<file path="src/rtl/bram_accum_ctrl.sv">
// Sequencer for a single-port block RAM: loads a burst of bytes, reads them back
// with read-latency compensation and accumulates them into a wide sum with sticky overflow.
module bram_accum_ctrl #(
    parameter int ADDR_W = 4,
    parameter int DATA_W = 8,
    parameter int RD_LAT = 1,
    parameter int ACC_W  = 12
) (
    input  logic              clk,
    input  logic              rst_n,
    input  logic              start,
    input  logic [ADDR_W:0]   len,
    input  logic              abort,
    input  logic              wr_valid,
    input  logic [DATA_W-1:0] wr_data,
    output logic              wr_ready,
    output logic              mem_en,
    output logic              mem_we,
    output logic [ADDR_W-1:0] mem_addr,
    output logic [DATA_W-1:0] mem_din,
    input  logic [DATA_W-1:0] mem_dout,
    output logic              busy,
    output logic              done,
    output logic [ACC_W-1:0]  sum,
    output logic              sum_ovf
);

    typedef enum logic [2:0] {
        ST_IDLE  = 3'd0,
        ST_LOAD  = 3'd1,
        ST_READ  = 3'd2,
        ST_DRAIN = 3'd3,
        ST_DONE  = 3'd4
    } state_t;

    localparam int              DEPTH   = 2 ** ADDR_W;
    localparam logic [ADDR_W:0] MAX_LEN = DEPTH[ADDR_W:0];

    state_t              state_r;
    logic [ADDR_W:0]     len_r;
    logic [ADDR_W-1:0]   wptr_r;
    logic [ADDR_W-1:0]   rptr_r;
    logic [RD_LAT-1:0]   tag_r;
    logic [ACC_W-1:0]    sum_r;
    logic                sum_ovf_r;
    logic                done_r;
    logic                busy_r;
    logic                wr_ready_r;

    logic [ADDR_W:0]     len_sat_s;
    logic [ADDR_W:0]     last_idx_s;
    logic                wr_fire_s;
    logic                wr_last_s;
    logic                rd_last_s;
    logic                abort_hit_s;
    logic                tag_pending_s;
    logic [ACC_W:0]      acc_s;

    // Control decode: length saturation, last-word detection, tag occupancy and adder.
    always_comb begin
        len_sat_s     = (len > MAX_LEN) ? MAX_LEN : len;
        last_idx_s    = len_r - 1'b1;
        wr_fire_s     = wr_valid & wr_ready_r;
        wr_last_s     = ({1'b0, wptr_r} == last_idx_s);
        rd_last_s     = ({1'b0, rptr_r} == last_idx_s);
        abort_hit_s   = abort && (state_r inside {ST_LOAD, ST_READ, ST_DRAIN});
        acc_s         = {1'b0, sum_r} + {{(ACC_W + 1 - DATA_W){1'b0}}, mem_dout};
        // Tags below the last stage are reads whose data has not yet arrived.
        tag_pending_s = 1'b0;
        for (int i = 0; i < RD_LAT - 1; i++) begin
            tag_pending_s = tag_pending_s | tag_r[i];
        end
    end

    // RAM port drive: writes follow the stream directly in LOAD, reads walk rptr in READ.
    always_comb begin
        mem_en   = 1'b0;
        mem_we   = 1'b0;
        mem_addr = '0;
        mem_din  = '0;
        case (state_r)
            ST_LOAD: begin
                mem_en   = wr_valid;
                mem_we   = wr_valid;
                mem_addr = wptr_r;
                mem_din  = wr_data;
            end
            ST_READ: begin
                mem_en   = 1'b1;
                mem_addr = rptr_r;
            end
            default: begin
                mem_en   = 1'b0;
            end
        endcase
    end

    // Read-tag pipeline matching the RAM read latency; flushed on abort.
    always_ff @(posedge clk or negedge rst_n) begin
        if (!rst_n) begin
            tag_r <= '0;
        end else if (abort_hit_s) begin
            tag_r <= '0;
        end else begin
            tag_r[0] <= (state_r == ST_READ);
            for (int i = 1; i < RD_LAT; i++) begin
                tag_r[i] <= tag_r[i-1];
            end
        end
    end

    // Main sequencer with accumulator and registered status outputs.
    always_ff @(posedge clk or negedge rst_n) begin
        if (!rst_n) begin
            state_r    <= ST_IDLE;
            len_r      <= '0;
            wptr_r     <= '0;
            rptr_r     <= '0;
            sum_r      <= '0;
            sum_ovf_r  <= 1'b0;
            done_r     <= 1'b0;
            busy_r     <= 1'b0;
            wr_ready_r <= 1'b0;
        end else begin
            done_r <= 1'b0;
            if (tag_r[RD_LAT-1]) begin
                sum_r <= acc_s[ACC_W-1:0];
                if (acc_s[ACC_W]) begin
                    sum_ovf_r <= 1'b1;
                end
            end
            case (state_r)
                ST_IDLE: begin
                    if (start) begin
                        len_r     <= len_sat_s;
                        sum_r     <= '0;
                        sum_ovf_r <= 1'b0;
                        wptr_r    <= '0;
                        busy_r    <= 1'b1;
                        if (len_sat_s == '0) begin
                            state_r <= ST_DONE;
                            done_r  <= 1'b1;
                        end else begin
                            state_r    <= ST_LOAD;
                            wr_ready_r <= 1'b1;
                        end
                    end
                end
                ST_LOAD: begin
                    if (abort) begin
                        state_r    <= ST_IDLE;
                        busy_r     <= 1'b0;
                        wr_ready_r <= 1'b0;
                    end else if (wr_fire_s) begin
                        wptr_r <= wptr_r + 1'b1;
                        if (wr_last_s) begin
                            state_r    <= ST_READ;
                            rptr_r     <= '0;
                            wr_ready_r <= 1'b0;
                        end
                    end
                end
                ST_READ: begin
                    if (abort) begin
                        state_r <= ST_IDLE;
                        busy_r  <= 1'b0;
                    end else begin
                        rptr_r <= rptr_r + 1'b1;
                        if (rd_last_s) begin
                            state_r <= ST_DRAIN;
                        end
                    end
                end
                ST_DRAIN: begin
                    if (abort) begin
                        state_r <= ST_IDLE;
                        busy_r  <= 1'b0;
                    end else if (!tag_pending_s) begin
                        state_r <= ST_DONE;
                        done_r  <= 1'b1;
                    end
                end
                ST_DONE: begin
                    state_r <= ST_IDLE;
                    busy_r  <= 1'b0;
                end
                default: begin
                    state_r    <= ST_IDLE;
                    busy_r     <= 1'b0;
                    wr_ready_r <= 1'b0;
                end
            endcase
        end
    end

    assign wr_ready = wr_ready_r;
    assign busy     = busy_r;
    assign done     = done_r;
    assign sum      = sum_r;
    assign sum_ovf  = sum_ovf_r;

endmodule
</file>
<file path="config.mk">
export PLATFORM = sky130hd
export DESIGN_NAME = bram_accum_ctrl
export DESIGN_NICKNAME = d
export VERILOG_FILES = /design/src/rtl/bram_accum_ctrl.sv
export SDC_FILE = /design/constraint.sdc
export NUM_CORES = 1
export LEC_CHECK = 0
export ABC_AREA = 1
export CAP_MARGIN = 20
export CELL_PAD_IN_SITES_DETAIL_PLACEMENT = 1
export CELL_PAD_IN_SITES_GLOBAL_PLACEMENT = 1
export CORE_UTILIZATION = 38
export DETAILED_ROUTE_END_ITERATION = 8
export PLACE_DENSITY_LB_ADDON = 0.1
export SETUP_SLACK_MARGIN = 0.1
export SYNTH_ARGS = -nofsm -noshare
export SYNTH_HDL_FRONTEND = slang
export SYNTH_SLANG_ARGS = --single-unit
</file>
<file path="constraint.sdc">
create_clock -name clk -period 3.8 [get_ports clk]
set_input_delay 0.38 -clock clk [delete_from_list [all_inputs] [get_ports clk]]
set_output_delay 0.38 -clock clk [all_outputs]
set_load 0.01 [all_outputs]
</file>
==> results <==
- The global routing's busiest layer is met2.
- The number of nets still failing antenna checks after routing is 0.
- The worst path meets setup with 1370 ps of slack.
- For this configuration, the core starts out at a cell density of 40.4%.
- The tightest min-delay check is of the reg2reg type.
- The via count is 2287.
- The buffer type at the clock tree root is sky130_fd_sc_hd__clkbuf_8.
- For this run, global-route usage on met1 was measured as 30.1%.
- Together, buffers and inverters on the worst path number 2.
- The number of global-route vias before repair came to 2347.
- The number of buffers inserted by hold repair at cts is 0.
- The cell area reported after detailed placement is 2910 um2.
- The critical path endpoint category is a primary output.
- The CTS buffer count is 5.
- The maximum fanout encountered on the critical timing path is 19.
- The clock sink total is 33.
- The critical path goes through inv_1 -> nand3_2 -> o22ai_1 -> clkdlybuf4s50_1.
- The arrival time at the worst endpoint is 2050 ps.
- After clock tree synthesis, the clock-pin slew on the worst setup and hold paths is 80 ps.
- The number of levels in the clock H-tree is 2.
- The final count of hold timing violations is 0.
- With fillers left out, the area of the finished cells amounts to 3020 um2.
- The area share of the leading cell type in the synthesized netlist is 36.3%.
- The pin count of the biggest net entering global routing is 34.
- The post-synth net total is 356.
- Relative to the synthesized area, the layout overhead comes to 32.6%.
- The actual transition at the worst max-transition pin is 516 ps.
- On the worst path, the slowest cell contributes a delay of 570 ps.
- The sum of routed wire length over all layers is 6500 um.
- TritonCTS built the clock tree.
- The relative slew slack is 65.6%.
- Measured along the x axis, the die boundary spans 79.4 um.
- The total core area is 5640 um2.
- For this design the ratio of total power to cell area is 648 nW/um2.
- The total number of placement rows is 27.
- The minimum period implied by the final worst setup slack is 2430 ps.
- The number of storage elements in the synthesis netlist is 33.
- The overall global routing resource usage is 22.4%.
- Routability-driven placement finished with a final weighted congestion of 0.861.
- The number of ports placed on the die boundary is 56.
- The repair_antennas step left the layout with diodes totalling 0.
- The cell type with the highest aggregate area in the netlist is sky130_fd_sc_hd__dfrtp_1.
- The die footprint is 6310 um2.
- The first detailed-routing pass ran for 4 iterations.
- The layout has 720 filler cells.
- In the post-synthesis netlist, the biggest area contributors are sky130_fd_sc_hd__dfrtp_1, sky130_fd_sc_hd__nand2_1, sky130_fd_sc_hd__inv_1, sky130_fd_sc_hd__ha_1, sky130_fd_sc_hd__nand3_1.
- In this run, the number of DRC markers left after iteration 0 of detailed routing was 79.
- Synthesis produced a netlist whose cell count is 318.
- The per-cell via count in the routed design is 5.07.
- The max-slew violation total from the final report is 0.
- The cell family contributing the most delay on the critical path is buffers and inverters.
- The latest clock arrival within the worst-skew pair is 290 ps.
- The combined area of all synthesized cells is 2280 um2.
- The leakage component of the power is 0.00155 uW.
- For this run, the register share of the synthesized area comes to 36.3%.
- The vertical extent of the die is 79.4 um.
- The highest achievable clock rate is 0.411 GHz.
- Once the clock tree was built, the resizer swapped 0 gates to a different size.
- The remaining global-route overflow is 0.
- In the final routed layout, each cell accounts on average for 14.4 um.
- The post-detailed-route DRC marker count is 0.
- The net count of the finished layout is 416.
- STA classifies the critical path startpoint as a flip-flop.
- The met2 usage in global routing is 36.8%.
- The average instance in the mapped netlist occupies 7.16 um2.
- The number of warnings issued by yosys is 0.
- The cell with the largest stage delay on the worst path is sky130_fd_sc_hd__clkdlybuf4s50_1.
- The kind of critical path is reg2out.
- The final worst clock skew is 8.94 ps.
- The worst path required time is 3420 ps.
- The first global-routing pass estimated 11000 um of wire.
- The count of endpoints failing setup in the final report is 0.
- For this run, global-route usage on met3 was measured as 4.46%.
- The placed wire-length estimate is 5000 um.
- The count of buffers inserted at the top-level ports is 55.
- The worst path uses 64.0% of the clock period.
- The flow ran to the end, and the final reports show no timing, DRC or antenna violations.
- The worst setup timing slack at the placement stage is 1500 ps.
- The distinct cell type count after synthesis is 35.
- The total power of the final layout is 1960 uW.
- Setup repair after global routing left no endpoint under its margin.
- Across the VDD grid, the largest voltage drop is 0.387 mV.
- Setup total negative slack on the finished layout was measured at 0 ps.
- Counting along the longest clock path gives a buffer depth of 2.
- The proportion of layout cells with a drive suffix above 1 is 7.65%.
- The tool flagged a number of max-cap violations equal to 0.
- The initial antenna violation count is 0.
- Once the clock tree was built, the setup fixing pass inserted 0 buffers.
-- layout by cell type, fill, tap and decap left out, drive strengths merged --
cell type       n
o211ai          4
nand4           5
nand2          78
o21bai          4
nor3            3
clkbuf          5
xnor2           2
nand3          27
clkinvlp        1
a31oi           1
bufinv          1
o31ai           1
clkdlybuf4s50  55
inv            57
xor2            4
nor2           37
a21boi          1
buf             1
clkinv          1
dfrtp          33
a21o            1
ha             11
a21oi          18
o21ai          18
fa              1
o22ai           6
or2             3
-- where the power goes --
group | switching, uW | total, uW | internal (uW) | leakage [uW]
Sequential | 99.8 | 545 | 445 | 0.000441
Combinational | 631 | 1070 | 438 | 0.00106
Clock | 147 | 344 | 196 | 0.0000543
Total | 879 | 1960 | 1080 | 0.00155
-- synthesized netlist by cell type, drive strengths merged --
cell type,n
nor3,3
xor2,4
a31oi,1
a21oi,18
xnor2,2
o22ai,6
nand2,78
o31ai,1
o21bai,4
o21ai,18
nand3,27
nand4,5
a21boi,1
nor2,37
a21o,1
dfrtp,33
or2,3
o211ai,4
ha,11
fa,1
clkbuf,1
buf,2
inv,57
-- state kept, by name, summed over array words and instances, names as in the netlist --
register / flops
wr_ready: 1
busy: 1
wptr_r: 4
done: 1
len_r: 5
state_r: 3
sum_ovf: 1
tag_r: 1
rptr_r: 4
sum: 12
-- per-layer routing --
metal  vias to the layer above  wire length, um
li1                       1140                -
met1                      1088             3200
met2                        49             2970
met3                        10              260
met4                         0               68
met5                         -                0
-- worst paths after layout --
check                                 from          end  slack, ps  cells past startpoint
worst min register to register        busy         busy        480                      2
max in group asynchronous            rst_n    rptr_r[1]       2980                      2
worst max register to register    len_r[0]    rptr_r[0]       1900                     12
min in group asynchronous            rst_n       sum[7]        510                      2
worst max-delay path            state_r[2]  mem_addr[0]       1370                      4
worst min-delay path                  busy         busy        480                      2
-- worst min-delay path, cell delays in order, from the launching register on --
cell                      delay (ps)
sky130_fd_sc_hd__dfrtp_1         350
sky130_fd_sc_hd__nand2_1          50
sky130_fd_sc_hd__nand2_1          50
-- area by class of cell --
class                           count  area (um2)  share of cell area, %
Clock buffer                        5        68.8                   2.28
Inverter                           57         216                   7.17
Clock inverter                      3        46.3                   1.53
Sequential cell                    33         826                   27.3
Tap cell                           72        90.1                   2.98
Timing Repair Buffer               56         558                   18.5
Multi-Input combinational cell    225        1210                   40.2
-- per-stage QoR --
step / cells / hold slack [ps] / utilization, %
finish: 451 / 480 / 53.5
global placement: 443 / 463 / 51.5
global route: 451 / 502 / 53.5
floorplan: 318 / 84.4 / -
detailed placement: 443 / 466 / 51.5
CTS: 451 / 490 / 53.5
-- cell families (layout without fill, tap and decap cells) --
logic type                 count (synthesis)  after routing  share of synthesized area, %
buffers and inverters                     60            121                          10.4
adders and majority gates                 12             12                          6.92
xor gates and xnor gates                   6              6                          2.31
AOI/OAI and AO/OA                         54             54                          14.2
DFF                                       33             33                          36.3
and+or+nand+nor                          153            153                          29.9
Power figures use the tool's default switching activity.
